$ cat src/rtl/maxpool_relu_32_2_16.sv
// ============================================================================
//  Module      : maxpool_relu_32_2_16
//  Description : Streaming 1-D max-pooling stage. Incoming samples are grouped
//                into non-overlapping windows of P samples and each window
//                emits its signed maximum. Optional ReLU applied after pooling.
//  Ports       : clk      - rising-edge clock
//                reset    - asynchronous, active-low reset
//                x_data   - signed input sample (T bits)
//                x_valid  - upstream offers x_data
//                x_ready  - block accepts x_data this cycle
//                y_data   - signed pooled result (T bits)
//                y_valid  - y_data holds a result
//                y_ready  - downstream accepts y_data this cycle
//  Config      : define POOL_RELU_EN to clamp negative pooled results to 0;
//                when undefined the signed max is passed through unchanged.
//  Revision    : 1.0 - initial release
// ============================================================================
`default_nettype none

module maxpool_relu_32_2_16 #(
    parameter int T = 16,
    parameter int N = 32,
    parameter int P = 2
) (
    input  logic                clk,
    input  logic                reset,
    input  logic signed [T-1:0] x_data,
    input  logic                x_valid,
    output logic                x_ready,
    output logic signed [T-1:0] y_data,
    output logic                y_valid,
    input  logic                y_ready
);

    localparam int C_NW = N / P;
    localparam int C_SW = (P > 1) ? $clog2(P) : 1;
    localparam int C_WW = (C_NW > 1) ? $clog2(C_NW) : 1;

    localparam logic [C_SW-1:0] C_S_LAST = C_SW'(P - 1);
    localparam logic [C_WW-1:0] C_W_LAST = C_WW'(C_NW - 1);

    logic [C_SW-1:0]        r_s;
    logic [C_WW-1:0]        r_w;
    logic signed [T-1:0]    r_run;
    logic signed [T-1:0]    r_y_data;
    logic                   r_y_valid;

    logic                   w_last;
    logic                   w_x_fire;
    logic                   w_y_fire;
    logic signed [T-1:0]    w_max;
    logic signed [T-1:0]    w_act;

    assign w_last   = (r_s == C_S_LAST);
    // Only stall the last sample of a window, and only when the single-entry
    // output register is occupied and not draining this cycle.
    assign x_ready  = !(w_last && r_y_valid && !y_ready);
    assign w_x_fire = x_valid && x_ready;
    assign w_y_fire = r_y_valid && y_ready;

    assign y_data   = r_y_data;
    assign y_valid  = r_y_valid;

    always_comb begin
        w_max = (x_data > r_run) ? x_data : r_run;
        w_act = w_max;
`ifdef POOL_RELU_EN
        if (w_max[T-1]) begin
            w_act = '0;
        end
`endif
    end

    always_ff @(posedge clk or negedge reset) begin
        if (!reset) begin
            r_s       <= '0;
            r_w       <= '0;
            r_run     <= '0;
            r_y_data  <= '0;
            r_y_valid <= 1'b0;
        end else begin
            if (w_x_fire) begin
                if (w_last) begin
                    r_s      <= '0;
                    r_w      <= (r_w == C_W_LAST) ? '0 : r_w + C_WW'(1);
                    r_y_data <= w_act;
                end else begin
                    r_s   <= r_s + C_SW'(1);
                    r_run <= (r_s == '0) ? x_data : w_max;
                end
            end

            // A new result overrides the clear so back-to-back windows
            // stream without a bubble even while the old result drains.
            if (w_x_fire && w_last) begin
                r_y_valid <= 1'b1;
            end else if (w_y_fire) begin
                r_y_valid <= 1'b0;
            end
        end
    end

endmodule

`default_nettype wire

$ cat config.mk
export PLATFORM = sky130hd
export DESIGN_NAME = maxpool_relu_32_2_16
export DESIGN_NICKNAME = d
export VERILOG_FILES = /design/src/rtl/maxpool_relu_32_2_16.sv
export SDC_FILE = /design/constraint.sdc
export NUM_CORES = 1
export LEC_CHECK = 0
export BUFFER_PORTS_ARGS = -buffer_cell sky130_fd_sc_hd__buf_2
export CORE_UTILIZATION = 45
export DETAILED_ROUTE_END_ITERATION = 16
export PLACE_DENSITY = 0.76
export SKIP_CTS_REPAIR_TIMING = 1
export SYNTH_ARGS = -nofsm -noshare
export SYNTH_HDL_FRONTEND = slang
export SYNTH_SLANG_ARGS = --single-unit
$ cat constraint.sdc
create_clock -name clk -period 2.4 [get_ports clk]
set_clock_uncertainty 0.1 [all_clocks]
set_input_delay 0.48 -clock clk [delete_from_list [all_inputs] [get_ports clk]]
set_output_delay 0.48 -clock clk [all_outputs]
set_load 0.03 [all_outputs]
Word level (Yosys, flattened, before mapping). Index checks and enable logic that the tools add are counted.

Reduce and logical (&&, ||, !) cells: 10. $lt $le $gt $ge: 1. Bitwise operators: 1. Add/subtract/negate cells: 1. Multiplexer cells: 4.

Operators with widths (number): 16-bit greater-than comparator (1); 16-bit two-way mux (1); 1-bit logical AND (5); 2-bit AND reduction (2); 1-bit two-way mux (3); 1-bit zero test (2); 2-bit nonzero test (1); 1-bit adder, second input constant (1); 1-bit NOT (1).

Word-level logic and storage cells: 21. Register bits: 34. Bits of input ports: 20.

Logic depth before layout (Yosys ltp). Gate-level depths: netlist of run 1.

Depth after elaboration: 6. Mapped depth: 9. Depth with buffers taken out: 8.

Worst setup path before layout of run 1. OpenSTA, ideal clock, no wires.

Path type: input-to-reg. From: input port x_data[13]. To: register r_y_data[12] (netlist: y_data[12]). Required time: 2.218 ns. Arrival time: 2.118 ns. Cell stages on the path: 8. Path slack: 0.100 ns. Library setup time: 0.082 ns. Buffers on the path: 1. Cell sequence: ha_1 a21o_1 a211oi_1 o31ai_1 o31a_1 buf_6 or3_1 a31oi_1.

Longest elaborated chain between the ends: 2.

Ends and longest elaborated chain: start, declared (RTL line 27) `input logic signed [T-1:0] x_data,`; 16-bit greater-than comparator (RTL line 65) `w_max = (x_data > r_run) ? x_data : r_run;`; 16-bit two-way mux (RTL line 65); end signal, assigned (RTL line 86) `r_y_data <= w_act;`; end, declared (RTL line 45) `logic signed [T-1:0] r_y_data;`.

No other way between the ends. A chain may end at the register's enable or synchronous reset.

Worst setup path in the final report of run 1.
From: register r_run[13]. To: register r_y_data[14] (netlist: y_data[14]).

Longest elaborated chain between the ends: 2.

Ends and longest elaborated chain: start, declared (RTL line 44) `logic signed [T-1:0] r_run;`; start signal, assigned (RTL line 89) `r_run <= (r_s == '0) ? x_data : w_max;`; 16-bit greater-than comparator (RTL line 65); 16-bit two-way mux (RTL line 65).

No other way between the ends.

==> summary.md, run 1 <==
| Metric | Value |
|---|---|
| Status | `completed` |
| Avg Inst Size Synth | `9.060 sq um` |
| Fin Setup TNS | `0 ns` |
| Io pins | `38` |
| # setup viols final | `0` |
| Synth Warn # | `0` |
| Number of global-route vias before repair | `between 1500 and 2000` |
| CTS tree | `done` |
| Critical path type | `flip-flop to flip-flop` |
| Yosys cell types | `26` |
| Most frequent cells in the layout | `buf_2 (37), dfrtp_1 (34), o21ai_0 (27)` |
| Max clock buf depth | `2` |
| EDFF count, synth | `0` |
| First-iteration detailed-routing DRC count | `approximately 120` |
| Hold Path Class | `input pin to async pin` |
| Gr usage total | `0.1925` |
| Detail Route Antenna Nets | `0` |
| WHS | `approximately 0.16 ns` |
| #FFs+latches synth | `34` |
| Max-Cap Viols | `0` |
| Largest net degree at the start of global routing | `35` |
| Ys flop type | `dfrtp_1` |
| Tot Pwr | `~2.6 mW` |
| Post-Syn Nets | `between 200 and 250` |
| Vias per inst | `between 5 and 6` |
| Drt drc | `0` |
| Max_slew headroom | `0.4983` |
| Hpwl dp | `approximately 2.7 mm` |
| Die area | `between 4000 and 5000 sq um` |
| Routed via count | `about 1600` |
| Crit-path max FO | `7` |
| CTS root buf | `clkbuf_8` |
| Area leader, netlist | `dfrtp_1` |
| Clock-pin slew on the worst setup and hold paths | `roughly 0.060 ns` |
| Area Growth Syn to Fin | `25.65%` |
| Post-synth ARST share | `1.000` |
| Final core occ | `0.6084` |
| DRT Wirelength | `approximately 3.9 mm` |
| Fin crit period | `~2.3 ns` |
| CP arrival | `around 2.4 ns` |
| Initial antenna violation count | `0` |
| Port Buf Inserts | `37` |
| Top cell type's share of synthesized area | `0.4626` |
| H-Tree Depth | `2` |
| Sequential area share after synthesis | `0.4626` |
| Worst-Margin Slew | `between 0.7 and 0.8 ns` |
| Layout cell share with drive strength beyond 1 | `0.2806` |
| Cts bufs inserted | `5` |
| Placed insts | `roughly 290` |
| Die Wd | `roughly 66 microns` |
| Fin. max-slew vios | `0` |
| Worst vdd ir | `around 470 uV` |
| Final GP Congestion | `0.7770` |
| Die height | `65.93 microns` |
| Final nets | `slightly below 300` |
| Routed len/inst | `12.89 microns` |
| Power per Cell Area | `between 1000 and 1500 nW/um^2` |
| Worst Path Required | `between 2 and 2.5 ns` |
| Initial Utilization | `0.4842` |
| Period utilization | `0.9752` |
| Top cells by area, synth | `dfrtp_1 (46%), ha_1 (11%), o21ai_0 (7.3%)` |
| Endpoints failing hold | `0` |
| Skew-Pair Late Insertion Delay | `0.28 ns` |
| Maximum clock rate | `~430 MHz` |
| TritonCTS Sinks | `34` |
| Std cell rows | `22` |
| RSZ-0062 raised after global routing | `true` |
| ANT cells | `0` |
| GRT overflow | `0` |
| CP Launch Type | `flip-flop` |
| Drt pass-1 iters | `4` |
| Cell area after synthesis | `1839 sq um` |
| First-pass GRT wire length | `between 6 and 7 mm` |
| Non-Filler Instances | `approximately 300` |
| Worst reg2reg path depth | `9` |
| Commonest non-fill, non-tap cell in the layout | `buf_2` |
| CORE AREA | `~3800 sq um` |
| Lkg Pwr | `between 1 and 1.5 nW` |
| Cells after Synth | `203` |
| Critical path endpoint category | `flip-flop` |
## kinds of logic after synthesis
family,synth area share
compound gates,0.2007
fa+ha+maj,0.1088
buf+inv,0.06531
flops,0.4626
mux,0.006122
simple gates,0.1565
## report_power, final
part           internal, mW  leakage (nW)  total, mW  switching [mW]
sequential            0.796         0.399      0.889          0.0929
clock                 0.199        0.0383      0.387           0.187
combinational         0.513         0.605       1.34           0.824
## synth_stat cells (all sizes together), types with 2 or more instances
| cell type | count |
|---|---|
| ha | 16 |
| a31oi | 15 |
| a21o | 2 |
| clkbuf | 10 |
| nor2b | 3 |
| nor2 | 19 |
| o21a | 2 |
| a21oi | 5 |
| o21ai | 32 |
| or3 | 15 |
| inv | 16 |
| dfrtp | 34 |
| buf | 2 |
| nand2 | 18 |
| nand4 | 4 |
## state kept, by name (all words and copies together), names as in the netlist
| register | cells |
|---|---|
| y_valid | 1 |
| r_run | 16 |
| r_s | 1 |
| y_data | 16 |
## critical path, stage by stage (launching register included)
cell and delay [ns]:
dfrtp_1 0.37, inv_2 0.08, ha_4 0.20, a21o_1 0.18, a211oi_2 0.19, o31ai_1 0.10, o31a_1 0.35, buf_6 0.16
or3_1 0.31, a31oi_1 0.20
## per-layer routing
layer  routed length (microns)  global-route usage
met1                      1833              0.2393
met2                      1832              0.3291
met3                       153             0.03448
met4                        61             0.07447
met5                         0                   0
## final cells by class
| cell class | count | area [sq um] |
|---|---|---|
| inverter | 16 | 60.06 |
| clock buffer | 7 | 76.32 |
| sequential | 34 | 850.8 |
| tap | 48 | 60.06 |
| fill | 327 | 1488 |
| timing repair buffer | 55 | 331.6 |
| multi-input combinational | 141 | 932.1 |
## final timing paths
kind / from / endpoint / slack (ns)
setup / recovery: r_run[13] / y_data[14] / 0.06
hold / removal: reset / y_data[10] / 0.16
setup reg to reg: r_run[13] / y_data[14] / 0.06
hold reg to reg: y_data[0] / y_data[0] / 0.42
max in group asynchronous: reset / y_data[3] / 1.55
min in group clk: x_data[4] / r_run[4] / 0.34
## through the flow
step	cell area (sq um)	worst slack (ns)
floorplan	1839	0.1004
global placement	2140	-0.1368
detailed placement	2140	-0.1693
CTS	2216	0.02542
global route	2311	-0.03924
finish	2311	0.05957
No activity file was read; power rests on OpenSTA's default activity.
==> inputs of run 2 (changes only) <==
--- a/config.mk
+++ b/config.mk
@@ -9,6 +9,7 @@
 export CORE_UTILIZATION = 45
 export DETAILED_ROUTE_END_ITERATION = 16
 export PLACE_DENSITY = 0.76
+export REMOVE_ABC_BUFFERS = 1
 export SKIP_CTS_REPAIR_TIMING = 1
 export SYNTH_ARGS = -nofsm -noshare
 export SYNTH_HDL_FRONTEND = slang
==> run 2 against run 1 <==
  * Combinational power shrank 7%
  * Utilization down 2.0 points
  * Non-clock buffer count shrank 4
  * Clock power up 4%
  * Wire length down 3.0%
  * Global-route usage increased by 0.28 points
  * Power decreased by 2.8%
  * Worst setup slack better by 0.10 ns
  * Critical path depth is the same
  * Sequential share of layout area increased by 1.2 points
  * Maximum frequency rose by 4.6%
  * First-iteration DRC count shrank 30%
  * Critical endpoint is now y_data[1]
  * Largest power group unchanged
==> summary.md, run 2 (synthesized netlist as in run 1, its figures left out) <==
| Metric | Value |
|---|---|
| Status | `completed` |
| Largest net degree at the start of global routing | `35 (unchanged)` |
| CORE AREA | `3799 sq um (unchanged)` |
| Hold Path Class | `input pin to async pin` |
| Final nets | `285 (-1.4%)` |
| Fin crit period | `2.238 ns (-0.1028 ns)` |
| Max_slew headroom | `0.4974 (-0.0008880)` |
| Number of global-route vias before repair | `1497 (-0.60%)` |
| Routed len/inst | `12.68 microns (-1.7%)` |
| Worst Path Required | `2.50 ns (about the same)` |
| Max clock buf depth | `2 (unchanged)` |
| TritonCTS Sinks | `34 (unchanged)` |
| Initial Utilization | `0.4842 (unchanged)` |
| Max-Cap Viols | `0 (unchanged)` |
| Layout cell share with drive strength beyond 1 | `0.2530 (-0.02762)` |
| Fin. max-slew vios | `0 (unchanged)` |
| Power per Cell Area | `1136 nW/um^2 (+0.50%)` |
| Worst-Margin Slew | `0.7539 ns (+0.001333 ns)` |
| Routed via count | `1567 (-3.0%)` |
| Vias per inst | `5.276 (-1.7%)` |
| Io pins | `38 (unchanged)` |
| Clock-pin slew on the worst setup and hold paths | `0.07 ns (about the same)` |
| Endpoints failing hold | `0 (unchanged)` |
| CTS root buf | `clkbuf_8` |
| Final GP Congestion | `0.8034 (+3.4%)` |
| Worst vdd ir | `505.5 uV (+8.5%)` |
| First-pass GRT wire length | `6.486 mm (+2.4%)` |
| Combinational fraction of design power | `0.492 (-0.020)` |
| Std cell rows | `22 (unchanged)` |
| Port Buf Inserts | `37 (unchanged)` |
| Skew-Pair Late Insertion Delay | `0.29 ns (about the same)` |
| Gr usage total | `0.1953 (+0.002790)` |
| # setup viols final | `0 (unchanged)` |
| GRT overflow | `0 (unchanged)` |
| Final core occ | `0.5886 (-0.01976)` |
| Cts bufs inserted | `5 (unchanged)` |
| Sw power | `1.087 mW (-1.6%)` |
| CP arrival | `2.34 ns (-0.09 ns)` |
| Period utilization | `0.9323 (-0.04285)` |
| Most frequent cells in the layout | `buf_2 (37), dfrtp_1 (34), o21ai_0 (27)` |
| ANT cells | `0 (unchanged)` |
| First-iteration detailed-routing DRC count | `85 (-30%)` |
| Drt drc | `0 (unchanged)` |
| Die Wd | `65.93 microns (unchanged)` |
| CTS tree | `done` |
| Critical path endpoint category | `flip-flop` |
| Share of total power in the clock network | `0.159 (+0.011)` |
| Crit-path max FO | `12 (+5)` |
| Lkg Pwr | `1.028 nW (-1.3%)` |
| Critical path type | `flip-flop to flip-flop` |
| Area Growth Syn to Fin | `21.56%` |
| Flop pwr share | `0.349 (+0.009)` |
| Commonest non-fill, non-tap cell in the layout | `buf_2` |
| Maximum clock rate | `446.9 MHz (+4.6%)` |
| Sw frac | `0.4279 (+0.005256)` |
| DRT Wirelength | `3.766 mm (-3.0%)` |
| H-Tree Depth | `2 (unchanged)` |
| Fillers | `325 (-0.61%)` |
| Worst Setup Slack, final | `0.1624 ns (+0.1028 ns)` |
| Sequential cell area | `850.8 sq um (unchanged)` |
| Detail Route Antenna Nets | `0 (unchanged)` |
| Hpwl dp | `2.758 mm (+3.0%)` |
| Initial antenna violation count | `0 (unchanged)` |
| Drt pass-1 iters | `4 (unchanged)` |
| Die height | `65.93 microns (unchanged)` |
| Pre-CTS setup slack | `-0.1484 ns (+0.02088 ns)` |
| Die area | `4347 sq um (unchanged)` |
| Internal power | `1.454 mW (-3.6%)` |
| Multi-input gate area | `888.4 sq um (-4.7%)` |
| CP Launch Type | `flip-flop` |
| RSZ-0062 raised after global routing | `false` |
[run 2: changes by cell type in the layout (fill, tap and decap cells not counted), sizes merged]
cell    change
clkbuf      -3
buf         -3
clkinv      +2
[run 2: metal layers]
metal	share of wire	vias to the layer above	GRT usage
li1	-	809	-
met1	0.49	720	0.2475
met2	0.46	32	0.3240
met3	0.045	6	0.04828
met4	0.011	0	0.06383
met5	0	-	0
[run 2: metrics by stage]
stage               area (sq um)  cells  power (mW)  hold slack [ns]  setup TNS, ns
floorplan                   1779    191       1.728          0.08441       -0.01102
global placement            2132    290       2.098           0.3968         -1.077
detailed placement          2132    290       2.134           0.4110         -1.866
CTS                         2211    297       2.541           0.1909              0
global route                2236    297       2.747           0.2239              0
finish                      2236    297       2.541           0.1564              0
[run 2: worst paths after layout]
path / from / to / slack (ns) / cells past startpoint
worst max-delay path: r_run[1] / y_data[1] / 0.16 / 9
worst min-delay path: reset / y_data[13] / 0.16 / 1
worst max register to register: r_run[1] / y_data[1] / 0.16 / 9
worst min register to register: y_data[0] / y_data[0] / 0.43 / 1
max in group asynchronous: reset / r_run[7] / 1.56 / 1
min in group clk: x_data[9] / r_run[9] / 0.32 / 3
[run 2: layout make-up]
cell class / instances / share of cell area
clock buffer: 5 / 0.03078
clock inverter: 2 / 0.004477
inverter: 16 / 0.02686
multi-input combinational: 141 / 0.3973
sequential: 34 / 0.3805
tap: 48 / 0.02686
timing repair buffer: 51 / 0.1332
[run 2: power by group through the flow]
stage / sequential (mW) / clock [mW] / combinational [mW]
final: 0.888 / 0.403 / 1.25
after global routing: 0.914 / 0.439 / 1.39
after CTS: 0.891 / 0.415 / 1.23
after detailed placement: 0.903 / 0 / 1.23
after global placement: 0.894 / 0 / 1.20
after floorplan: 1.17 / 0 / 0.554
[run 2: worst max-delay path, stage by stage (launching register included)]
cell and delay [ns]:
dfrtp_1 0.36, inv_1 0.08, ha_1 0.24, nor2b_1 0.13, o211ai_1 0.15, a2111oi_0 0.11
o31a_1 0.34, buf_6 0.15, or3_1 0.31, a31oi_1 0.18
==> inputs of run 3 (changes only) <==
--- a/config.mk
+++ b/config.mk
@@ -5,10 +5,11 @@
 export SDC_FILE = /design/constraint.sdc
 export NUM_CORES = 1
 export LEC_CHECK = 0
+export ABC_AREA = 1
 export BUFFER_PORTS_ARGS = -buffer_cell sky130_fd_sc_hd__buf_2
 export CORE_UTILIZATION = 45
 export DETAILED_ROUTE_END_ITERATION = 16
-export PLACE_DENSITY = 0.76
+export PLACE_DENSITY = 0.75
 export REMOVE_ABC_BUFFERS = 1
 export SKIP_CTS_REPAIR_TIMING = 1
 export SYNTH_ARGS = -nofsm -noshare
==> run 3 against run 2 <==
  * Via count is 13% higher
  * Sequential share of layout area is 1.9 points lower
  * Largest power group unchanged
  * First-iteration DRC count is 18% lower
==> summary.md, run 3 <==
| Metric | Value |
|---|---|
| Fin. max-slew vios | `0 (unchanged)` |
| CTS root buf | `clkbuf_8` |
| Initial Utilization | `0.4852 (+0.001016)` |
| Gr usage total | `0.2146 (+0.01927)` |
| Cells after Synth | `256 (+26%)` |
| Period utilization | `0.8564 (-0.07589)` |
| Status | `completed` |
| # setup viols final | `0 (unchanged)` |
| GRT overflow | `0 (unchanged)` |
| CTS tree | `done` |
| RSZ-0062 raised after global routing | `false` |
| CP arrival | `2.18 ns (-0.16 ns)` |
| Vias per inst | `5.089 (-3.5%)` |
| Drt drc | `0 (unchanged)` |
| Initial antenna violation count | `0 (unchanged)` |
| Maximum clock rate | `486.5 MHz (+8.9%)` |
| Max_slew headroom | `0.5013 (+0.003885)` |
| Io pins | `38 (unchanged)` |
| Skew-Pair Late Insertion Delay | `0.28 ns (about the same)` |
| Synth Warn # | `0 (unchanged)` |
| Lkg Pwr | `1.342 nW (+31%)` |
| Worst-Margin Slew | `0.7481 ns (-0.005828 ns)` |
| Placed cell areas | `2260 sq um (+6.0%)` |
| Hold Path Class | `input pin to async pin` |
| Top cell type's share of synthesized area | `0.4231 (-0.03944)` |
| Worst vdd ir | `463.6 uV (-8.3%)` |
| Final GP Congestion | `0.7702 (-4.1%)` |
| Drt pass-1 iters | `4 (unchanged)` |
| Fin Setup TNS | `0 ns (unchanged)` |
| Most frequent cells in the layout | `nand2_1 (74), inv_1 (41), buf_2 (37)` |
| First-pass GRT wire length | `7.424 mm (+14%)` |
| Die Wd | `68.85 microns (+4.4%)` |
| Commonest non-fill, non-tap cell in the layout | `nand2_1` |
| Largest net degree at the start of global routing | `35 (unchanged)` |
| Max clock buf depth | `2 (unchanged)` |
| TritonCTS Sinks | `34 (unchanged)` |
| Yosys cell types | `22 (-15%)` |
| Detail Route Antenna Nets | `0 (unchanged)` |
| Routed len/inst | `12.24 microns (-3.4%)` |
| CORE AREA | `4144 sq um (+9.1%)` |
| Worst Path Required | `2.52 ns (+0.02 ns)` |
| CP Launch Type | `flip-flop` |
| Met1 GRT Util | `0.2674 (+0.01987)` |
| Placed insts | `340 (+17%)` |
| Fillers | `415 (+28%)` |
| Fin crit period | `2.055 ns (-0.1821 ns)` |
| GR Layer Usage met3 | `0.05099 (+0.002711)` |
| Die height | `68.85 microns (+4.4%)` |
| Area Growth Syn to Fin | `16.93%` |
| Multi-input gate area | `958.4 sq um (+7.9%)` |
| Critical path type | `flip-flop to flip-flop` |
| Top cells by count, synth | `nand2_1 (74), inv_1 (41), dfrtp_1 (34), nand3_1 (17), nand4_1 (17)` |
| Non-Filler Instances | `348 (+17%)` |
| Crit-path max FO | `16 (+4)` |
| Endpoints failing hold | `0 (unchanged)` |
| Std cell rows | `23 (+4.5%)` |
| Cell area after layout | `2351 sq um (+5.1%)` |
| DRT Wirelength | `4.261 mm (+13%)` |
| Top cells by area, synth | `dfrtp_1 (42%), nand2_1 (14%), ha_1 (10%)` |
| Power per Cell Area | `1156 nW/um^2 (+1.7%)` |
| Post-synth ARST share | `1.000 (unchanged)` |
| Critical path endpoint category | `flip-flop` |
| Sequential cell area | `850.8 sq um (unchanged)` |
| First-iteration detailed-routing DRC count | `70 (-18%)` |
| Port Buf Inserts | `37 (unchanged)` |
| Area leader, netlist | `dfrtp_1` |
| Ys flop type | `dfrtp_1` |
| Met2 Use GR | `0.3592 (+0.03524)` |
| Routed via count | `1771 (+13%)` |
| Final nets | `333 (+17%)` |
| Sequential area share after synthesis | `0.4231 (-0.03944)` |
| Global route hottest layer | `met2` |
| Number of global-route vias before repair | `1696 (+13%)` |
| ANT cells | `0 (unchanged)` |
| H-Tree Depth | `2 (unchanged)` |
| #FFs+latches synth | `34 (unchanged)` |
| EDFF count, synth | `0 (unchanged)` |
| Die area | `4740 sq um (+9.0%)` |
| Clock-pin slew on the worst setup and hold paths | `0.07 ns (about the same)` |
| Cell area after synthesis | `2011 sq um (+9.3%)` |
| Max-Cap Viols | `0 (unchanged)` |
| Cts bufs inserted | `5 (unchanged)` |
| Layout cell share with drive strength beyond 1 | `0.2315 (-0.02147)` |
| Count leader, synth | `nand2_1` |
| Hpwl dp | `2.933 mm (+6.3%)` |
| Avg Inst Size Synth | `7.854 sq um (-13%)` |
run 3: metal layers:
layer	vias to the layer above	wire length, microns
li1	903	-
met1	817	1981
met3	6	222
met2	45	1998
met5	-	0
met4	0	59
run 3: final timing paths:
check	start	end	slack [ns]	cells after the start
worst max-delay path	r_run[15]	y_data[4]	0.34	10
min in group clk	y_ready	y_valid	0.35	4
worst max register to register	r_run[15]	y_data[4]	0.34	10
max in group asynchronous	reset	y_data[4]	1.57	1
worst min-delay path	reset	y_data[2]	0.16	1
worst min register to register	y_data[1]	y_data[1]	0.37	2
run 3: metrics by stage:
stage,worst slack [ns],hold slack (ns),power (mW),util
CTS,0.3411,0.1852,2.752,0.5673
detailed placement,0.1760,0.3599,2.303,0.5453
global route,0.1519,0.2218,2.960,0.5673
global placement,0.1972,0.3595,2.272,0.5453
finish,0.3446,0.1638,2.717,0.5673
floorplan,0.2973,0.08441,1.911,-
run 3: power by group:
group / total, mW / internal [mW] / switching, mW
registers: 0.908 / 0.798 / 0.110
logic: 1.38 / 0.451 / 0.930
clock network: 0.429 / 0.231 / 0.198
run 3: kinds of logic after synthesis:
| group | synth area share |
|---|---|
| DFF | 0.4232 |
| and+or+nand+nor | 0.3118 |
| adders and majority gates | 0.09956 |
| buffers and inverters | 0.1002 |
| AOI/OAI and AO/OA | 0.06534 |
run 3: critical path, cell delays in order, from the launching register on:
cell and delay (ns):
dfrtp_1 0.34, inv_1 0.05, ha_1 0.36, nand2_2 0.11, nor3_4 0.22, nand2_1 0.11
nand3_2 0.11, nand3_4 0.24, nand2_1 0.15, nand3_1 0.10, nand2_1 0.08
run 3: cell type report:
| cell class | count | area share |
|---|---|---|
| timing repair buffer | 43 | 0.09792 |
| tap | 50 | 0.02661 |
| clock buffer | 7 | 0.03672 |
| sequential | 34 | 0.3619 |
| inverter | 42 | 0.06706 |
| multi-input combinational | 171 | 0.4077 |
| clock inverter | 1 | 0.002129 |
